**config.mk**
```make
export PLATFORM = sky130hd
export DESIGN_NAME = decode_execute_stage
export DESIGN_NICKNAME = d
export VERILOG_FILES = /design/src/rtl/isa_pkg.sv /design/src/rtl/forward_mux.sv /design/src/rtl/decode_execute_stage.sv
export SDC_FILE = /design/constraint.sdc
export NUM_CORES = 1
export LEC_CHECK = 0
export CORE_AREA = 3 3 192 194
export CTS_CLUSTER_SIZE = 14
export DETAILED_ROUTE_END_ITERATION = 10
export DIE_AREA = 0 0 195 197
export GPL_TIMING_DRIVEN = 0
export PLACE_DENSITY = 0.64
export SYNTH_ARGS = -nofsm -noshare
export SYNTH_HDL_FRONTEND = slang
export SYNTH_SLANG_ARGS = --single-unit
```
**constraint.sdc**
```tcl
create_clock -name clk -period 17 [get_ports clk]
set_clock_uncertainty 0.1 [all_clocks]
set_input_delay 3.4 -clock clk [delete_from_list [all_inputs] [get_ports clk]]
set_output_delay 3.4 -clock clk [all_outputs]
set_load 0.05 [all_outputs]
```
**src/rtl/isa_pkg.sv**
```systemverilog
// Shared ISA definitions: datapath defaults, ALU opcode encodings and the decoded control bundle.
package isa_pkg;

    localparam int unsigned BUS_DEFAULT = 32;
    localparam int unsigned DIR_DEFAULT = 4;

    typedef enum logic [3:0] {
        ALU_ADD  = 4'd0,
        ALU_SUB  = 4'd1,
        ALU_AND  = 4'd2,
        ALU_OR   = 4'd3,
        ALU_XOR  = 4'd4,
        ALU_SLL  = 4'd5,
        ALU_SRL  = 4'd6,
        ALU_SRA  = 4'd7,
        ALU_SLT  = 4'd8,
        ALU_SLTU = 4'd9,
        ALU_PASS = 4'd10
    } alu_op_e;

    typedef struct packed {
        logic [3:0] ALUOp;
        logic       MemRead;
        logic       MemWrite;
        logic       RegWrite;
        logic       Branch;
        logic       Link;
        logic       UseRS;
        logic       UseRX;
        logic       UseRK;
    } ctrl_t;

    localparam ctrl_t CTRL_NOP = '0;

endpackage

```
**src/rtl/forward_mux.sv**
```systemverilog
// Per-source operand forwarding: EX result beats MEM, MEM beats WB, WB beats register-bank data.
module forward_mux #(
    parameter int unsigned BUS = 32,
    parameter int unsigned DIR = 4
) (
    input  logic           use_src,
    input  logic [DIR-1:0] src,
    input  logic [BUS-1:0] bank_data,
    input  logic           ex_fwd,
    input  logic [DIR-1:0] ex_rd,
    input  logic [BUS-1:0] alu_res,
    input  logic           mem_we,
    input  logic [DIR-1:0] mem_rd,
    input  logic [BUS-1:0] mem_data,
    input  logic           wb_we,
    input  logic [DIR-1:0] wb_rd,
    input  logic [BUS-1:0] wb_data,
    output logic [BUS-1:0] data
);

    always_comb begin
        data = bank_data;
        if (use_src) begin
            if (ex_fwd && (ex_rd == src)) begin
                data = alu_res;
            end else if (mem_we && (mem_rd == src)) begin
                data = mem_data;
            end else if (wb_we && (wb_rd == src)) begin
                data = wb_data;
            end
        end
    end

endmodule

```
**src/rtl/decode_execute_stage.sv**
```systemverilog
// Decode/execute pipeline register with operand forwarding, load-use bubble insertion and
// a saturating bubble counter.
module decode_execute_stage
    import isa_pkg::*;
#(
    parameter int unsigned BUS = BUS_DEFAULT,
    parameter int unsigned DIR = DIR_DEFAULT
) (
    input  logic           clk,
    input  logic           rst,
    input  logic           instr_valid,
    input  logic [DIR-1:0] RD,
    input  logic [DIR-1:0] RS,
    input  logic [DIR-1:0] RX,
    input  logic [DIR-1:0] RK,
    input  logic [BUS-1:0] RSd,
    input  logic [BUS-1:0] RXd,
    input  logic [BUS-1:0] RKd,
    input  logic [BUS-1:0] PCi,
    input  logic [BUS-1:0] Imm,
    input  ctrl_t          ctrl,
    input  logic [BUS-1:0] alu_res,
    input  logic [DIR-1:0] mem_RD,
    input  logic           mem_WE,
    input  logic [BUS-1:0] mem_data,
    input  logic [DIR-1:0] wb_RD,
    input  logic           WE,
    input  logic [BUS-1:0] WB,
    input  logic           stall_i,
    input  logic           flush,
    output logic           stall_up,
    output logic [BUS-1:0] RSe,
    output logic [BUS-1:0] RXe,
    output logic [BUS-1:0] RKe,
    output logic [BUS-1:0] PCe,
    output logic [BUS-1:0] Imme,
    output logic [DIR-1:0] RDe,
    output ctrl_t          ctrl_e,
    output logic           valid_e,
    output logic [15:0]    bubble_count
);

    logic           ex_fwd;
    logic           hazard;
    logic [BUS-1:0] rs_fwd;
    logic [BUS-1:0] rx_fwd;
    logic [BUS-1:0] rk_fwd;
    logic [15:0]    bubble_q;

    // A load in EX has no result yet, so it must never be forwarded from alu_res.
    assign ex_fwd = valid_e & ctrl_e.RegWrite & ~ctrl_e.MemRead;

    assign hazard = valid_e & ctrl_e.MemRead & instr_valid &
                    ((ctrl.UseRS & (RDe == RS)) |
                     (ctrl.UseRX & (RDe == RX)) |
                     (ctrl.UseRK & (RDe == RK)));

    assign stall_up     = ~rst & ~flush & (stall_i | hazard);
    assign bubble_count = bubble_q;

    forward_mux #(.BUS(BUS), .DIR(DIR)) u_fwd_rs (
        .use_src   (ctrl.UseRS),
        .src       (RS),
        .bank_data (RSd),
        .ex_fwd    (ex_fwd),
        .ex_rd     (RDe),
        .alu_res   (alu_res),
        .mem_we    (mem_WE),
        .mem_rd    (mem_RD),
        .mem_data  (mem_data),
        .wb_we     (WE),
        .wb_rd     (wb_RD),
        .wb_data   (WB),
        .data      (rs_fwd)
    );

    forward_mux #(.BUS(BUS), .DIR(DIR)) u_fwd_rx (
        .use_src   (ctrl.UseRX),
        .src       (RX),
        .bank_data (RXd),
        .ex_fwd    (ex_fwd),
        .ex_rd     (RDe),
        .alu_res   (alu_res),
        .mem_we    (mem_WE),
        .mem_rd    (mem_RD),
        .mem_data  (mem_data),
        .wb_we     (WE),
        .wb_rd     (wb_RD),
        .wb_data   (WB),
        .data      (rx_fwd)
    );

    forward_mux #(.BUS(BUS), .DIR(DIR)) u_fwd_rk (
        .use_src   (ctrl.UseRK),
        .src       (RK),
        .bank_data (RKd),
        .ex_fwd    (ex_fwd),
        .ex_rd     (RDe),
        .alu_res   (alu_res),
        .mem_we    (mem_WE),
        .mem_rd    (mem_RD),
        .mem_data  (mem_data),
        .wb_we     (WE),
        .wb_rd     (wb_RD),
        .wb_data   (WB),
        .data      (rk_fwd)
    );

    always_ff @(posedge clk or posedge rst) begin
        if (rst) begin
            RSe      <= '0;
            RXe      <= '0;
            RKe      <= '0;
            PCe      <= '0;
            Imme     <= '0;
            RDe      <= '0;
            ctrl_e   <= CTRL_NOP;
            valid_e  <= 1'b0;
            bubble_q <= '0;
        end else if (flush) begin
            ctrl_e  <= CTRL_NOP;
            valid_e <= 1'b0;
        end else if (stall_i) begin
            // Downstream hold: every EX register keeps its value.
        end else if (hazard) begin
            ctrl_e  <= CTRL_NOP;
            valid_e <= 1'b0;
            if (bubble_q != 16'hFFFF) begin
                bubble_q <= bubble_q + 16'd1;
            end
        end else begin
            RSe     <= rs_fwd;
            RXe     <= rx_fwd;
            RKe     <= rk_fwd;
            PCe     <= PCi;
            Imme    <= Imm;
            RDe     <= RD;
            ctrl_e  <= instr_valid ? ctrl : CTRL_NOP;
            valid_e <= instr_valid;
        end
    end

endmodule

```
==> flow_metrics.env, run 1 <==
export IMPL_grt_pass1_wl_mm=88.0
export IMPL_grt_pass1_vias=13730
export IMPL_fillers=3547
export IMPL_p_leak_nw=7.71
export IMPL_antenna_left=0
export IMPL_placed_area_um2=17100
export IMPL_num_nets_final=2287
export IMPL_cap_violations=0
export IMPL_vdd_ir_drop_max_mv=0.0756
export IMPL_cp_arrival_ps=6400
export IMPL_cpMostUsedCell="clkdlybuf4s50_1"
export IMPL_syn_area_per_cell_um2=7.85
export IMPL_grtUsageTotal_pct=30.0
export IMPL_period_share_pct=58.2
export IMPL_cp_required_ps=13500
export IMPL_grt_setup_unrepaired="no"
export IMPL_drt_iter0_drc=1201
export IMPL_fin_tns_setup_ps=0
export IMPL_layout_drive_gt1_share_pct=2.10
export IMPL_hp_class="reg -> reg"
export IMPL_synth_area_um2=11600
export IMPL_yosysSeqAreaShare_pct=41.8
export IMPL_p_sw_uw=621
export IMPL_setup_viol=0
export IMPL_tightestPinTransition_ps=1280
export IMPL_gp_congestion=0.908
export IMPL_core_area_um2=35400
export IMPL_period_minus_slack_ps=9900
export IMPL_ios=493
export IMPL_slowest_stage="clkdlybuf4s50_1"
export IMPL_overflow=0
export IMPL_start_util_pct=32.7
export IMPL_drt_wl_total_mm=59.8
export IMPL_synth_seq_cells=193
export IMPL_layout_commonest_cell="clkdlybuf4s50_1"
export IMPL_async_flop_share_pct=100
export IMPL_synth_top_cell_by_area="dfrtp_1"
export IMPL_crit_chain="clkdlybuf4s50_1 > xor2_1 > nor4_1 > a2bb2oi_1 > a21oi_1 > nor2_1 > nor3_1 > clkdlybuf4s50_1"
export IMPL_endpoint_kind="output port"
export IMPL_max_freq_mhz=101
export IMPL_die_w_um=195
export IMPL_clock_sinks=193
export IMPL_crit_family="buffers and inverters"
export IMPL_vias_per_cell=5.66
export IMPL_post_cts_buffers=0
export IMPL_start_kind="input pin"
export IMPL_hpwl_mm=45.3
export IMPL_clk_latency_ps=460
export IMPL_stdcell_area_um2=17700
export IMPL_p_clk_share_pct=27.5
export IMPL_die_h_um=197
export IMPL_post_cts_resized=0
export IMPL_clk_pin_slew_ps=80
export IMPL_ys_types=38
export IMPL_intPower_uw=949
export IMPL_grt_max_degree=120
export IMPL_numPortBuffers=492
export IMPL_synthTopCellsByArea="dfrtp_1 (42%), nand2_1 (13%), o311a_1 (8.3%)"
export IMPL_swShare_pct=39.5
export IMPL_synthCells=1474
export IMPL_tritoncts="built"
export IMPL_status="complete, no violations"
export IMPL_cts_buffers=17
export IMPL_postCtsHoldBufs=0
export IMPL_final_cell_mix="clkdlybuf4s50_1 (492), nand2_1 (405), dfrtp_1 (193)"
export IMPL_cp_num_buf_inv=2
export IMPL_power_frac_seq_pct=35.1
export IMPL_vias=13957
export IMPL_p_per_area_nw_per_um2=88.6
export IMPL_final_hold_violation_count=0
export IMPL_cts_htree_levels=4
export IMPL_grt_antenna_before_repair=10
export IMPL_dieArea_um2=38400
export IMPL_maxSlewViolCount=0
export IMPL_avgRoutedWirePerCell_um=24.2
export IMPL_max_stage_delay_ps=830
export IMPL_slew_headroom_pct=14.2
export IMPL_combPwrFrac_pct=37.4
export IMPL_synth_warnings=0
export IMPL_drc_errors=0
export IMPL_syn_nets=1774
export IMPL_path_class="in -> out"
export IMPL_synth_ff_type="dfrtp_1"
export IMPL_syn2layout_area_growth_pct=53.3
export IMPL_cts_root_buffer="clkbuf_16"
export IMPL_dr_pass1_iters=8
export IMPL_synth_edf_count=0
export IMPL_rows=69
export IMPL_path_max_fanout=10
export IMPL_cts_max_path_buffers=2
export IMPL_synth_top_cell_area_share_pct=41.8
-- flip-flops by register name, indices dropped and copies added (netlist names) --
| signal | count |
|---|---|
| Imme | 32 |
| PCe | 32 |
| RDe | 4 |
| RKe | 32 |
| RSe | 32 |
| RXe | 32 |
| bubble_count | 16 |
| ctrl_e | 12 |
| valid_e | 1 |
-- final cells by class --
cell class	count	area, um^2	area share, %
Tap cell	461	577	3.25
Multi-Input combinational cell	1110	6100	34.4
Buffer	130	493	2.78
Inverter	41	161	0.911
Clock inverter	13	163	0.918
Antenna cell	6	15.0	0.0847
Clock buffer	19	433	2.44
Sequential cell	193	4830	27.2
Timing Repair Buffer	494	4960	28.0
-- routing by layer --
layer,vias up,global-route usage [%],share of wire (%)
li1,6244,-,-
met1,6773,39.2,40
met2,811,48.4,47
met3,121,8.10,9.6
met4,8,10.3,3.0
met5,-,0,0.10
-- power groups by stage --
| stage | Sequential [mW] | Clock (mW) | Combinational [mW] |
|---|---|---|---|
| 5_1_grt | 0.557 | 0.457 | 0.616 |
| 2_1_floorplan | 0.749 | 0 | 0.125 |
| 4_1_cts | 0.551 | 0.438 | 0.587 |
| 3_5_place_dp | 0.559 | 0 | 0.585 |
| 6_report | 0.551 | 0.431 | 0.587 |
| 3_3_place_gp | 0.558 | 0 | 0.581 |
-- cells in the mapped netlist (23+ instances only) --
cell      count
a31oi_1      32
clkbuf_1    124
nand2_1     405
a211oi_1     96
o21ai_1      31
xnor2_1      23
xor2_1       25
o311a_1      96
dfrtp_1     193
o21ai_0     161
nor2_1      102
inv_1        41
and3_1       70
-- kinds of logic (layout without fill, tap and decap cells) --
| group | count (synthesis) | after routing | synth area share (%) |
|---|---|---|---|
| other | 0 | 6 | 0 |
| AO/OA/AOI/OAI | 438 | 438 | 26.3 |
| flip-flops | 193 | 193 | 41.8 |
| XOR/XNOR | 48 | 48 | 3.64 |
| adder cells (fa/ha/maj) | 1 | 1 | 0.108 |
| multiplexers | 1 | 1 | 0.0974 |
| buffers and inverters | 171 | 697 | 5.59 |
| AND/OR/NAND/NOR | 622 | 622 | 22.5 |
-- through the flow --
step	hold WS (ps)	setup WS (ps)	util [%]	total power, mW	cells
3_5_place_dp	361	7100	48.3	1.14	2428
6_report	377	7100	50.1	1.57	2467
2_1_floorplan	645	7940	-	0.874	1474
3_3_place_gp	359	5030	48.2	1.14	2427
5_1_grt	396	6910	50.1	1.63	2466
4_1_cts	381	7070	50.0	1.58	2460
-- worst min-delay path, delay by kind of cell (launching register included) --
family,cells,cell delay (ps)
flops,1,340
simple gates,2,110
-- worst paths after layout --
check	start	endpoint	slack (ps)	cells past startpoint
worst max register to register	RDe[2]$_DFFE_PP0P_	RXe[11]$_DFFE_PP0P_	13900	8
max in group asynchronous	rst	RXe[19]$_DFFE_PP0P_	12450	3
min in group asynchronous	rst	ctrl_e[10]$_DFFE_PP0P_	3310	2
worst max-delay path	RS[1]	stall_up	7100	8
worst min-delay path	Imme[5]$_DFFE_PP0P_	Imme[5]$_DFFE_PP0P_	380	2
worst min register to register	Imme[5]$_DFFE_PP0P_	Imme[5]$_DFFE_PP0P_	380	2
No activity file was read; power rests on OpenSTA's default activity.
==> run 2: changes to the inputs <==
--- a/config.mk
+++ b/config.mk
@@ -5,12 +5,12 @@
 export SDC_FILE = /design/constraint.sdc
 export NUM_CORES = 1
 export LEC_CHECK = 0
-export CORE_AREA = 3 3 192 194
+export CORE_AREA = 3 3 193 195
 export CTS_CLUSTER_SIZE = 14
 export DETAILED_ROUTE_END_ITERATION = 10
-export DIE_AREA = 0 0 195 197
+export DIE_AREA = 0 0 196 198
 export GPL_TIMING_DRIVEN = 0
-export PLACE_DENSITY = 0.64
+export PLACE_DENSITY = 0.66
 export SYNTH_ARGS = -nofsm -noshare
 export SYNTH_HDL_FRONTEND = slang
 export SYNTH_SLANG_ARGS = --single-unit
==> constraint.sdc (replaced) <==
create_clock -name clk -period 8.65 [get_ports clk]
set_clock_uncertainty 0.1 [all_clocks]
set_input_delay 1.73 -clock clk [delete_from_list [all_inputs] [get_ports clk]]
set_output_delay 1.73 -clock clk [all_outputs]
set_load 0.05 [all_outputs]
==> run 2 against run 1 <==
Wire length up 1.5%. Clock-buffer cell count unchanged. Combinational power is 98% higher. First-iteration DRC count rose by 31%. Register-to-register slack got worse by 8600 ps. Hold slack better by 1.2 ps. Via count grew 0.87%. Design area up 0.16%. Die area up 1.0%. Critical path type unchanged. Largest cell class unchanged.
==> flow_metrics.env, run 2 (synthesized netlist as in run 1, its figures left out) <==
export IMPL_status="complete, no violations"
export IMPL_cap_violations=0
export IMPL_grt_max_degree=116
export IMPL_r2r_slack_ps=5340
export IMPL_numPortBuffers=492
export IMPL_cts_max_path_buffers=2
export IMPL_layout_commonest_cell="clkdlybuf4s50_1"
export IMPL_endpoint="stall_up"
export IMPL_slowest_stage="clkdlybuf4s50_1"
export IMPL_cts_root_buffer="clkbuf_16"
export IMPL_rows=69
export IMPL_syn2layout_area_growth_pct=53.5
export IMPL_tightestPinTransition_ps=1230
export IMPL_multiInputGateArea_um2=6090
export IMPL_post_cts_resized=0
export IMPL_path_class="in -> out"
export IMPL_layout_drive_gt1_share_pct=2.20
export IMPL_hpwl_mm=46.1
export IMPL_grt_pass1_wl_mm=89.1
export IMPL_seq_area_um2=4830
export IMPL_drt_iter0_drc=1573
export IMPL_fillers=3483
export IMPL_overflow=0
export IMPL_core_area_um2=35600
export IMPL_vias=14079
export IMPL_clk_pin_slew_ps=80
export IMPL_p_leak_nw=7.72
export IMPL_dieArea_um2=38800
export IMPL_cpMostUsedCell="clkdlybuf4s50_1"
export IMPL_regToRegEndpoint="RSe[27]$_DFFE_PP0P_"
export IMPL_num_nets_final=2288
export IMPL_cts_buffers=17
export IMPL_clk_latency_ps=470
export IMPL_hp_class="reg -> reg"
export IMPL_grt_setup_unrepaired="no"
export IMPL_gp_congestion=0.906
export IMPL_start_kind="input pin"
export IMPL_vias_per_cell=5.70
export IMPL_dp_cells=2429
export IMPL_crit_path_start="RS[0]"
export IMPL_fin_tns_setup_ps=0
export IMPL_placed_area_um2=17100
export IMPL_antenna_left=0
export IMPL_final_cell_mix="clkdlybuf4s50_1 (492), nand2_1 (405), dfrtp_1 (193)"
export IMPL_vdd_ir_drop_max_mv=0.150
export IMPL_ios=493
export IMPL_die_h_um=198
export IMPL_grt_pass1_vias=14143
export IMPL_die_w_um=196
export IMPL_cp_arrival_ps=4760
export IMPL_total_power_mw=3.11
export IMPL_period_minus_slack_ps=6590
export IMPL_cp_required_ps=6820
export IMPL_tritoncts="built"
export IMPL_max_stage_delay_ps=840
export IMPL_drc_errors=0
export IMPL_setup_viol=0
export IMPL_period_share_pct=76.1
export IMPL_drt_wl_total_mm=60.7
export IMPL_post_cts_buffers=0
export IMPL_final_hold_violation_count=0
export IMPL_rr_worst_depth=8
export IMPL_dr_pass1_iters=5
export IMPL_endpoint_kind="output port"
export IMPL_grt_antenna_before_repair=12
export IMPL_r2r_start="RDe[1]$_DFFE_PP0P_"
export IMPL_path_max_fanout=10
export IMPL_stdcell_area_um2=17800
export IMPL_maxSlewViolCount=0
export IMPL_avgRoutedWirePerCell_um=24.6
export IMPL_p_per_area_nw_per_um2=175
export IMPL_slew_headroom_pct=17.2
export IMPL_clock_sinks=193
export IMPL_final_cells=2469
export IMPL_crit_chain="clkdlybuf4s50_1 > xor2_1 > nor4_1 > a2bb2oi_1 > a21oi_1 > nor2_1 > nor3_1 > clkdlybuf4s50_1"
export IMPL_grtUsageTotal_pct=30.2
export IMPL_max_freq_mhz=152
export IMPL_start_util_pct=32.5
export IMPL_cts_htree_levels=4
export IMPL_postCtsHoldBufs=0
-- run 2: changes by cell type in the layout (fill, tap and decap cells not counted), sizes merged --
cell      previous run  this run
inv                 50        47
diode                6         7
buf                  8         9
clkinv               2         4
clkinvlp             0         1
-- run 2: routing by layer --
layer	GRT usage, %	vias up	routed length (um)
li1	-	6237	-
met4	12.1	10	2350
met5	0	-	57
met3	7.55	155	6100
met1	39.9	6790	24500
met2	47.7	887	27700
-- run 2: worst min path at each step --
stage | start | end | slack, ps | cells after the start
2_1_floorplan | Imme[27]$_DFFE_PP0P_ | Imme[27]$_DFFE_PP0P_ | 640 | 2
3_3_place_gp | PCe[4]$_DFFE_PP0P_ | PCe[4]$_DFFE_PP0P_ | 360 | 2
3_5_place_dp | Imme[24]$_DFFE_PP0P_ | Imme[24]$_DFFE_PP0P_ | 360 | 2
4_1_cts | Imme[24]$_DFFE_PP0P_ | Imme[24]$_DFFE_PP0P_ | 380 | 2
5_1_grt | PCe[28]$_DFFE_PP0P_ | PCe[28]$_DFFE_PP0P_ | 400 | 2
6_report | PCe[28]$_DFFE_PP0P_ | PCe[28]$_DFFE_PP0P_ | 380 | 2
-- run 2: stage by stage --
| step | hold slack [ps] | worst slack, ps | util [%] |
|---|---|---|---|
| floorplan | 645 | 1560 | - |
| global placement | 357 | -1670 | 48.0 |
| CTS | 381 | 2070 | 49.8 |
| detailed placement | 361 | 2100 | 48.1 |
| global route | 404 | 1830 | 49.9 |
| finish | 379 | 2060 | 49.9 |
-- run 2: critical path: cells and delay by family --
| kind | cells | cell delay [ps] |
|---|---|---|
| compound gates | 2 | 850 |
| xor+xnor | 1 | 190 |
| buf+inv | 2 | 1370 |
| simple gates | 3 | 610 |
-- run 2: power breakdown --
| part | switching [mW] | internal (mW) | total [mW] |
|---|---|---|---|
| Clock | 0.415 | 0.454 | 0.868 |
| Combinational | 0.742 | 0.418 | 1.16 |
| Sequential | 0.0730 | 1.01 | 1.08 |
-- run 2: cell type report --
cell class | count | share of cell area [%]
Antenna cell | 7 | 0.0987
Timing Repair Buffer | 495 | 28.0
Clock buffer | 19 | 2.55
Buffer | 130 | 2.78
Multi-Input combinational cell | 1110 | 34.3
Clock inverter | 13 | 0.944
Tap cell | 461 | 3.25
Sequential cell | 193 | 27.2
Inverter | 41 | 0.909
